<file path="src/rtl/sfx_pkg.sv">
// Shared types and constants for the sound-effect playback sequencer.
package sfx_pkg;

    localparam int         SFX_ADDR_W  = 19;
    localparam logic [7:0] SFX_SILENCE = 8'h80;

    typedef enum logic [2:0] {
        ST_IDLE   = 3'd0,
        ST_FETCH  = 3'd1,
        ST_WAIT   = 3'd2,
        ST_READY  = 3'd3,
        ST_FINISH = 3'd4
    } sfx_state_t;

endpackage

</file>
<file path="src/rtl/sfx_player.sv">
// Sound-effect playback sequencer: walks a synchronous sample ROM and emits one sample per audio tick.
// Optional SFX_LOOP_EN adds a loop_en input that wraps the clip instead of finishing.
module sfx_player
    import sfx_pkg::*;
#(
    parameter int         CLIP_LEN = 17646,
    parameter int         ADDR_W   = SFX_ADDR_W,
    parameter int         ROM_LAT  = 1,
    parameter logic [7:0] SILENCE  = SFX_SILENCE
) (
    input  logic              Clk,
    input  logic              Reset,
    input  logic              trigger,
    input  logic              stop,
    input  logic              sample_tick,
    input  logic [7:0]        rom_data,
`ifdef SFX_LOOP_EN
    input  logic              loop_en,
`endif
    output logic [ADDR_W-1:0] read_address,
    output logic [7:0]        sample_out,
    output logic              sample_valid,
    output logic              busy,
    output logic              done,
    output logic              overrun
);

    localparam int                LAT_W     = (ROM_LAT > 1) ? $clog2(ROM_LAT) : 1;
    localparam logic [LAT_W-1:0]  LAST_LAT  = LAT_W'(ROM_LAT - 1);
    localparam logic [ADDR_W-1:0] LAST_ADDR = ADDR_W'(CLIP_LEN - 1);

    sfx_state_t        state_reg;
    logic [ADDR_W-1:0] addr_reg;
    logic [LAT_W-1:0]  lat_cnt_reg;
    logic [7:0]        buffer_reg;
    logic [7:0]        sample_out_reg;
    logic              valid_reg;
    logic              done_reg;
    logic              overrun_reg;
    logic              pending_reg;
    logic              wrap_en;

`ifdef SFX_LOOP_EN
    assign wrap_en = loop_en;
`else
    assign wrap_en = 1'b0;
`endif

    always_ff @(posedge Clk) begin
        if (Reset) begin
            state_reg      <= ST_IDLE;
            addr_reg       <= '0;
            lat_cnt_reg    <= '0;
            buffer_reg     <= SILENCE;
            sample_out_reg <= SILENCE;
            valid_reg      <= 1'b0;
            done_reg       <= 1'b0;
            overrun_reg    <= 1'b0;
            pending_reg    <= 1'b0;
        end else begin
            valid_reg <= 1'b0;
            done_reg  <= 1'b0;
            // Restart takes priority over stop and over a tick being serviced this cycle.
            if (trigger) begin
                state_reg   <= ST_FETCH;
                addr_reg    <= '0;
                lat_cnt_reg <= '0;
                pending_reg <= 1'b0;
                overrun_reg <= 1'b0;
            end else if (stop && (state_reg != ST_IDLE)) begin
                state_reg      <= ST_IDLE;
                sample_out_reg <= SILENCE;
                pending_reg    <= 1'b0;
            end else begin
                case (state_reg)
                    ST_FETCH: begin
                        if (sample_tick) begin
                            if (pending_reg) overrun_reg <= 1'b1;
                            else             pending_reg <= 1'b1;
                        end
                        lat_cnt_reg <= '0;
                        state_reg   <= ST_WAIT;
                    end
                    ST_WAIT: begin
                        if (sample_tick) begin
                            if (pending_reg) overrun_reg <= 1'b1;
                            else             pending_reg <= 1'b1;
                        end
                        if (lat_cnt_reg == LAST_LAT) begin
                            buffer_reg <= rom_data;
                            state_reg  <= ST_READY;
                        end else begin
                            lat_cnt_reg <= lat_cnt_reg + LAT_W'(1);
                        end
                    end
                    ST_READY: begin
                        // A pending tick is consumed on the first READY cycle; a fresh tick on top of it is lost.
                        if (sample_tick || pending_reg) begin
                            sample_out_reg <= buffer_reg;
                            valid_reg      <= 1'b1;
                            pending_reg    <= 1'b0;
                            if (sample_tick && pending_reg) overrun_reg <= 1'b1;
                            if (addr_reg == LAST_ADDR) begin
                                if (wrap_en) begin
                                    addr_reg  <= '0;
                                    state_reg <= ST_FETCH;
                                end else begin
                                    state_reg <= ST_FINISH;
                                end
                            end else begin
                                addr_reg  <= addr_reg + ADDR_W'(1);
                                state_reg <= ST_FETCH;
                            end
                        end
                    end
                    ST_FINISH: begin
                        done_reg       <= 1'b1;
                        sample_out_reg <= SILENCE;
                        state_reg      <= ST_IDLE;
                    end
                    default: begin
                        state_reg <= ST_IDLE;
                    end
                endcase
            end
        end
    end

    assign read_address = addr_reg;
    assign sample_out   = sample_out_reg;
    assign sample_valid = valid_reg;
    assign busy         = (state_reg != ST_IDLE);
    assign done         = done_reg;
    assign overrun      = overrun_reg;

endmodule

</file>
<file path="config.mk">
export PLATFORM = sky130hd
export DESIGN_NAME = sfx_player
export DESIGN_NICKNAME = d
export VERILOG_FILES = /design/src/rtl/sfx_pkg.sv /design/src/rtl/sfx_player.sv
export SDC_FILE = /design/constraint.sdc
export NUM_CORES = 1
export LEC_CHECK = 0
export ABC_AREA = 1
export BUFFER_PORTS_ARGS = -buffer_cell sky130_fd_sc_hd__buf_2
export CORE_ASPECT_RATIO = 1.2
export CORE_UTILIZATION = 35
export CTS_BUF_LIST = sky130_fd_sc_hd__clkbuf_4
export CTS_CLUSTER_DIAMETER = 80
export DETAILED_ROUTE_END_ITERATION = 8
export PLACE_DENSITY_LB_ADDON = 0.05
export SYNTH_ARGS = -nofsm -noshare
export SYNTH_HDL_FRONTEND = slang
export SYNTH_SLANG_ARGS = --single-unit
</file>
<file path="constraint.sdc">
create_clock -name Clk -period 1.7 [get_ports Clk]
set_clock_uncertainty 0.15 [all_clocks]
set_input_delay 0.085 -clock Clk [delete_from_list [all_inputs] [get_ports Clk]]
set_output_delay 0.085 -clock Clk [all_outputs]
set_load 0.01 [all_outputs]
</file>
Yosys cells after proc, flatten, opt, wreduce, memory -nomap -nowiden. Index checks and enable logic that the tools add are counted.

Bits in read-only memories: 0. Bits in latches: 0. Memories: 0. Memory bits (writable): 0. Input bits: 13. Register bits after elaboration: 43. Output and inout bits: 31.

Eq/ne operators: 13. Shifts and indexed selects: 0. Add/subtract/negate cells: 2. Multipliers: 0. Bitwise operators: 5. Divide/modulo/power cells: 0. Reduce and logical (&&, ||, !) cells: 19. Mux-type cells: 21. Order comparisons: 0.

Operator list (number): $add A19 B1 Y19 const B (1); $eq A19 B15 Y1 const B (1); $mux W8 (2); $pmux W8 S2 (1); $mux W1 (11); $mux W3 (3); $pmux W3 S3 (1); $ne A4 B4 Y1 const B (2); $reduce_and A4 Y1 (2); $eq A3 B2 Y1 const B (2); $ne A2 B2 Y1 const B (3); $pmux W1 S2 (3); $reduce_and A2 Y1 (3); $reduce_and A3 Y1 (2); $reduce_and A6 Y1 (1); $reduce_bool A3 Y1 (2); $not A1 Y1 (5); $ne A2 B1 Y1 const B (2); $reduce_bool A2 Y1 (2); $reduce_or A2 Y1 (2); $reduce_or A4 Y1 (1); $eq A3 B1 Y1 const B (1); $eq A3 B3 Y1 const B (1); $ne A3 B3 Y1 const B (1); 4 further kinds (5).

Longest topological paths before layout. Gate-level depths: netlist (run 1).

Depth in word-level cells: 6. Mapped depth: 10. Depth with buffers taken out: 10.

Worst setup path before layout (run 1). No wires, ideal clock.

Path kind: register to register. Start: register addr_reg[0] (netlist: read_address[0]). End: register addr_reg[12] (netlist: read_address[12]). Path slack: 0.058 ns. Arrival: 1.361 ns. Setup time: 0.131 ns. Buffers on the path: 1. Cell stages (with the launch flop): 10. Cells stage by stage: dfxtp_1 > ha_1 > nand3_1 > nor2_1 > nand2_2 > nand2_8 > clkinv_4 > buf_6 > nand2_1 > a21oi_2.

Word-level cells in the longest chain between the ends: 3. Elaborated cells on any way between the ends: 4. Classes of those cells: 1 x add/sub; 1 x eq/ne; 1 x bitwise; 1 x reduce/logical.

RTL lines: start, declared (RTL line sfx_player.sv:33) `logic [ADDR_W-1:0] addr_reg;`; start signal, assigned (RTL line sfx_player.sv:111) `addr_reg <= addr_reg + ADDR_W'(1);`; parallel branches: the longest is 3 deep, another holds $add A19 B1 Y19.

Several ways; the timed one is not identified. A chain may end at the register's enable or synchronous reset.

Worst setup path after layout (run 1).
Start: register addr_reg[1] (netlist: read_address[1]). End: register addr_reg[9] (netlist: read_address[9]).

The elaborated chain is that of the path after synthesis.

==> impl_metrics.ini, run 1 <==
[power_and_ir_drop]
leakage_nw = 1.25
ir_drop_mv = 0.291
p_per_area_nw_per_um2 = 631

[logic_synthesis]
yosysMostFrequentCell = nand2_1
synthArstFlopShare = 0
synth_edf_count = 0
synth.avg_cell_area_um2 = 6.89
synth_compound_area_frac = 0.125
synthMuxAreaShare = 0
netlist_top_cells_area = dfxtp_1 39%, nand2_1 12%, nor2_1 10%
synth_top_family_by_area = simple AND/OR/NAND/NOR gates
synth_nets = 327
synthCells = 312
synth_top_area_share = 0.391
synthSimpleGateAreaFrac = 0.338
syn_area_um2 = 2150
synth_seq_cells = 42
synth_cell_type_count = 34
synth-adder-area-share = 0.0116
yosysTopAreaCell = dfxtp_1
ys_seq_area_frac = 0.391
synth-main-ff-cell = dfxtp_1
synth_xor_area_frac = 0.0408
yosysWarnings = 0
ys_top_cells_by_count = 71 x nand2_1, 57 x nor2_1, 42 x dfxtp_1

[outcome]
status = finished, final reports clean

[worst_setup_path]
critPathCaptureType = flip-flop
worstSetupPathType = flip-flop to flip-flop
crit_required_ns = 1.85
crit_arrival_ns = 1.78
cp-start-kind = flip-flop
reg2regPathDepth = 9
worst-path-max-fanout = 6

[floorplan]
die_area_um2 = 6460
design.portCount = 44
start_util = 0.372
core_area_um2 = 5780
fp.dieH_um = 87.8
die_x_um = 73.5
num_rows = 30

[grt]
grt_max_degree = 17
grt_pass1_vias = 1970
antenna_found_initial = 0
grt.total_usage = 0.177
overflow = 0
busiest_layer = met2
grtUsageMet3 = 0.0357
grt_use_met1 = 0.213
grt_pass1_wl_mm = 8.87
met2_usage = 0.313

[route]
vias_per_cell = 4.47
firstDrtPassIters = 4
drtIter0Drc = 57
vias = 2130
drcViolationCount = 0
wire_per_inst_um = 11.1
drtAntennaViolNets = 0
routed_wl_mm = 5.30

[hold_path]
holdCritPathClass = flip-flop to flip-flop
hold_depth = 2

[clock_network]
cts_sinks = 42
cts_tree = done
clock_path_buffers = 2
cts-root-buf = clkbuf_4
numCtsBuffers = 5
htree_levels = 2
clkTransAtPathRegs_ns = 0.13
insertion_delay_ns = 0.35

[sta]
final.setup.worst_slack_ns = 0.0645
min_period_ns = 1.64
report.final.slew_viol_count = 0
tightestPinTransition_ns = 0.370
setup_viol = 0
holdWs_ns = 0.314
grt_setup_unrepaired = true
timing.fmax_ghz = 0.611
finalHoldViolations = 0
min_period_over_period = 0.962
relSlewSlack = 0.753

[final_layout]
synthToLayoutAreaGrowth_pct = 33.4
drive_above_1_share = 0.283
largest_reg_flops = 19
fin_nets = 410
diodes = 0
fin_cells = 476
nFillCells = 656

[flow_run]
max_cap_violations = 0

[placement]
gp_congestion = 0.793
post-dp-hpwl_mm = 3.91
dpl.cell_count = 451
io_buffers = 43
pre_cts_ws_ns = 0.0260
worst paths after layout:
path	startpoint	end	slack [ns]
setup / recovery	read_address[1]	read_address[9]	0.06
hold / removal	buffer_reg[4]	buffer_reg[4]	0.31
setup reg to reg	read_address[1]	read_address[9]	0.06
hold reg to reg	buffer_reg[4]	buffer_reg[4]	0.31
metal layers:
layer	vias to the layer above	routed length (um)	part of all wire
li1	1147	-	-
met1	935	2410	0.45
met2	42	2670	0.50
met3	6	157	0.030
met4	0	65	0.012
met5	-	0	0
layout make-up:
type,count,area (um2),area share
clock inverters,3,40.0,0.0140
clock buffers,5,37.5,0.0131
repair buffers,81,531,0.185
inverters,40,160,0.0559
well taps,80,100,0.0349
flip-flops and latches,42,852,0.297
multi-input cells,225,1150,0.400
cells by family (layout without fill, tap and decap cells):
kind of cell | Yosys count | in the layout
AOI/OAI and AO/OA | 49 | 49
xor gates and xnor gates | 10 | 10
adders and majority gates | 2 | 2
buffers and inverters | 45 | 129
DFF | 42 | 42
and+or+nand+nor | 164 | 164
placed cells by master (no fill, tap or decap), types with 5 or more instances in the layout:
| cell type | count |
|---|---|
| xor2_1 | 6 |
| nor2_2 | 5 |
| dlygate4sd3_1 | 12 |
| inv_1 | 35 |
| clkbuf_4 | 5 |
| buf_2 | 43 |
| dfxtp_1 | 33 |
| nor2_1 | 53 |
| dfxtp_2 | 9 |
| nor3_1 | 6 |
| nand2_1 | 70 |
| o21ai_0 | 18 |
| a21oi_1 | 23 |
| nand2_2 | 5 |
| buf_4 | 26 |
| nand3_1 | 11 |
report_power, final:
group | internal [mW] | switching (mW) | total (mW) | leakage, nW
sequential | 1.00 | 0.00934 | 1.01 | 0.344
combinational | 0.0673 | 0.0854 | 0.153 | 0.865
clock | 0.305 | 0.340 | 0.645 | 0.0450
total | 1.37 | 0.435 | 1.81 | 1.25
worst max-delay path, cell delays in order, from the launching register on:
cell and delay [ns]:
dfxtp_2 0.36, inv_1 0.09, ha_1 0.16, nand3_1 0.10, nor2_1 0.13, nand2_2 0.12, nand2_8 0.13, buf_4 0.15
nand2_1 0.05, a21oi_1 0.13
per-stage QoR:
step	util	setup TNS [ns]	power, mW	cell area [um2]
final	0.496	0	1.81	2870
after CTS	0.480	0	1.83	2780
after floorplan	-	0	1.12	2150
after global placement	0.446	0	1.16	2580
after global routing	0.496	-0.190	1.90	2870
after detailed placement	0.446	0	1.16	2580
repair_timing:
action                     4_1_cts  5_1_grt
hold endpoints to repair        15        0
setup endpoints to repair        0       34
buffers inserted                 0        5
hold buffers                    12        0
gates resized for setup          0       22
(Power assumes the default switching activity.)
==> inputs of run 2 (changes only) <==
--- a/config.mk
+++ b/config.mk
@@ -12,6 +12,7 @@
 export CTS_BUF_LIST = sky130_fd_sc_hd__clkbuf_4
 export CTS_CLUSTER_DIAMETER = 80
 export DETAILED_ROUTE_END_ITERATION = 8
+export GPL_TIMING_DRIVEN = 0
 export PLACE_DENSITY_LB_ADDON = 0.05
 export SYNTH_ARGS = -nofsm -noshare
 export SYNTH_HDL_FRONTEND = slang
==> impl_metrics.ini, run 2 (synthesis results as in run 1) <==
[outcome]
status = finished, final reports clean

[final_layout]
final_area_um2 = 2890
nFillCells = 645
diodes = 0
fin_nets = 401
fin_cells = 467
synthToLayoutAreaGrowth_pct = 34.4
final_cell_mix = 68 x nand2_1, 52 x nor2_1, 44 x buf_2, 34 x inv_1, 29 x dfxtp_1
largest_reg_flops = 19
drive_above_1_share = 0.282
final_common_cell = nand2_1

[worst_setup_path]
worstSetupPathType = flip-flop to flip-flop
r2r-start = read_address[1]
r2r_end = read_address[14]
critPathCaptureType = flip-flop
worst-path-max-fanout = 6
crit_path_start = read_address[1]
crit_required_ns = 1.79
cp-start-kind = flip-flop
crit_end = read_address[14]
crit_arrival_ns = 1.71
regToRegSetupSlack_ns = 0.08
reg2regPathDepth = 10

[power_and_ir_drop]
leakage_nw = 1.23
p_per_area_nw_per_um2 = 636
p_clk_frac = 0.367
p_int_mw = 1.39
ir_drop_mv = 0.272
p_sw_mw = 0.445
switching_share = 0.242
seq_power_share = 0.546
combPwrFrac = 0.087

[clock_network]
cts_tree = done
clkTransAtPathRegs_ns = 0.13
htree_levels = 2
clock_path_buffers = 2
cts-root-buf = clkbuf_4
insertion_delay_ns = 0.36
numCtsBuffers = 5
cts_sinks = 42

[floorplan]
die_area_um2 = 6460
core_area_um2 = 5780
die_x_um = 73.5
num_rows = 30
fp.dieH_um = 87.8
start_util = 0.372
design.portCount = 44

[sta]
report.final.slew_viol_count = 0
holdWs_ns = 0.0184
setup_viol = 0
min_period_over_period = 0.953
finalHoldViolations = 0
relSlewSlack = 0.612
final.setup.worst_slack_ns = 0.0802
tightestPinTransition_ns = 0.583
grt_setup_unrepaired = true
timing.fmax_ghz = 0.617
min_period_ns = 1.62

[route]
vias_per_cell = 4.46
drcViolationCount = 0
drtAntennaViolNets = 0
firstDrtPassIters = 4
routed_wl_mm = 5.39
drtIter0Drc = 53
wire_per_inst_um = 11.5
vias = 2085

[grt]
busiest_layer = met2
grt_pass1_vias = 1871
overflow = 0
grt_max_degree = 14
grt_use_met1 = 0.207
antenna_found_initial = 0
grt_pass1_wl_mm = 8.51
met2_usage = 0.309
grt.total_usage = 0.173
grtUsageMet3 = 0.0334

[hold_path]
hold_depth = 5
holdCritPathClass = input port to flip-flop

[placement]
dpl.cell_count = 435
post-dp-hpwl_mm = 3.83
io_buffers = 43
pre_cts_ws_ns = -0.244
gp_congestion = 0.822
dpl_cell_area_um2 = 2460

[flow_run]
max_cap_violations = 0
-- run 2: through the flow --
| step | setup TNS (ns) | power (mW) | utilization |
|---|---|---|---|
| detailed placement | -3.12 | 1.16 | 0.426 |
| global placement | -2.48 | 1.16 | 0.426 |
| finish | 0 | 1.83 | 0.499 |
| CTS | 0 | 1.86 | 0.472 |
| floorplan | 0 | 1.12 | - |
| global route | -0.0394 | 1.93 | 0.499 |
-- run 2: power by group through the flow --
stage	Sequential [mW]	Clock (mW)	Combinational, mW
after floorplan	1.04	0	0.0775
after global placement	1.03	0	0.129
after detailed placement	1.03	0	0.129
after CTS	1.01	0.696	0.157
after global routing	1.01	0.745	0.177
final	1.00	0.674	0.159
-- run 2: worst max-delay path, stage by stage, from the launching register on --
cell and delay (ns):
dfxtp_2 0.37, inv_2 0.10, ha_4 0.14, nand3_2 0.09
nor2_2 0.13, nand2_2 0.10, nand2_8 0.11, inv_8 0.05
clkbuf_16 0.15, nand2_1 0.06, a21oi_1 0.05
-- run 2: metal layers --
layer / share of wire / up-vias
li1: - / 1133
met1: 0.45 / 912
met2: 0.50 / 34
met3: 0.034 / 6
met4: 0.013 / 0
met5: 0 / -
-- run 2: repair_timing --
| item | CTS | global route |
|---|---|---|
| endpoints found under the hold margin | 18 | 0 |
| hold buffers | 15 | 0 |
| pin swaps | 5 | 8 |
| endpoints found under the setup margin | 16 | 28 |
| buffers inserted | 2 | 6 |
| resized for setup | 9 | 32 |
| cloned | 0 | 1 |
-- run 2: worst min path at each step --
stage | startpoint | endpoint | slack, ns
finish | trigger | sample_out[7] | 0.02
global route | Reset | buffer_reg[6] | 0.02
CTS | Reset | buffer_reg[6] | 0.02
detailed placement | Reset | state_reg[0] | 0.17
global placement | Reset | state_reg[0] | 0.16
floorplan | Reset | state_reg[0] | 0.004
-- run 2: area by class of cell --
class	count	area (um2)	share of cell area
multi-input cells	225	1170	0.407
flip-flops and latches	42	875	0.303
repair buffers	67	450	0.156
inverters	40	159	0.0550
well taps	80	100	0.0347
plain buffers	5	46.3	0.0160
clock buffers	6	45.0	0.0156
clock inverters	2	37.5	0.0130
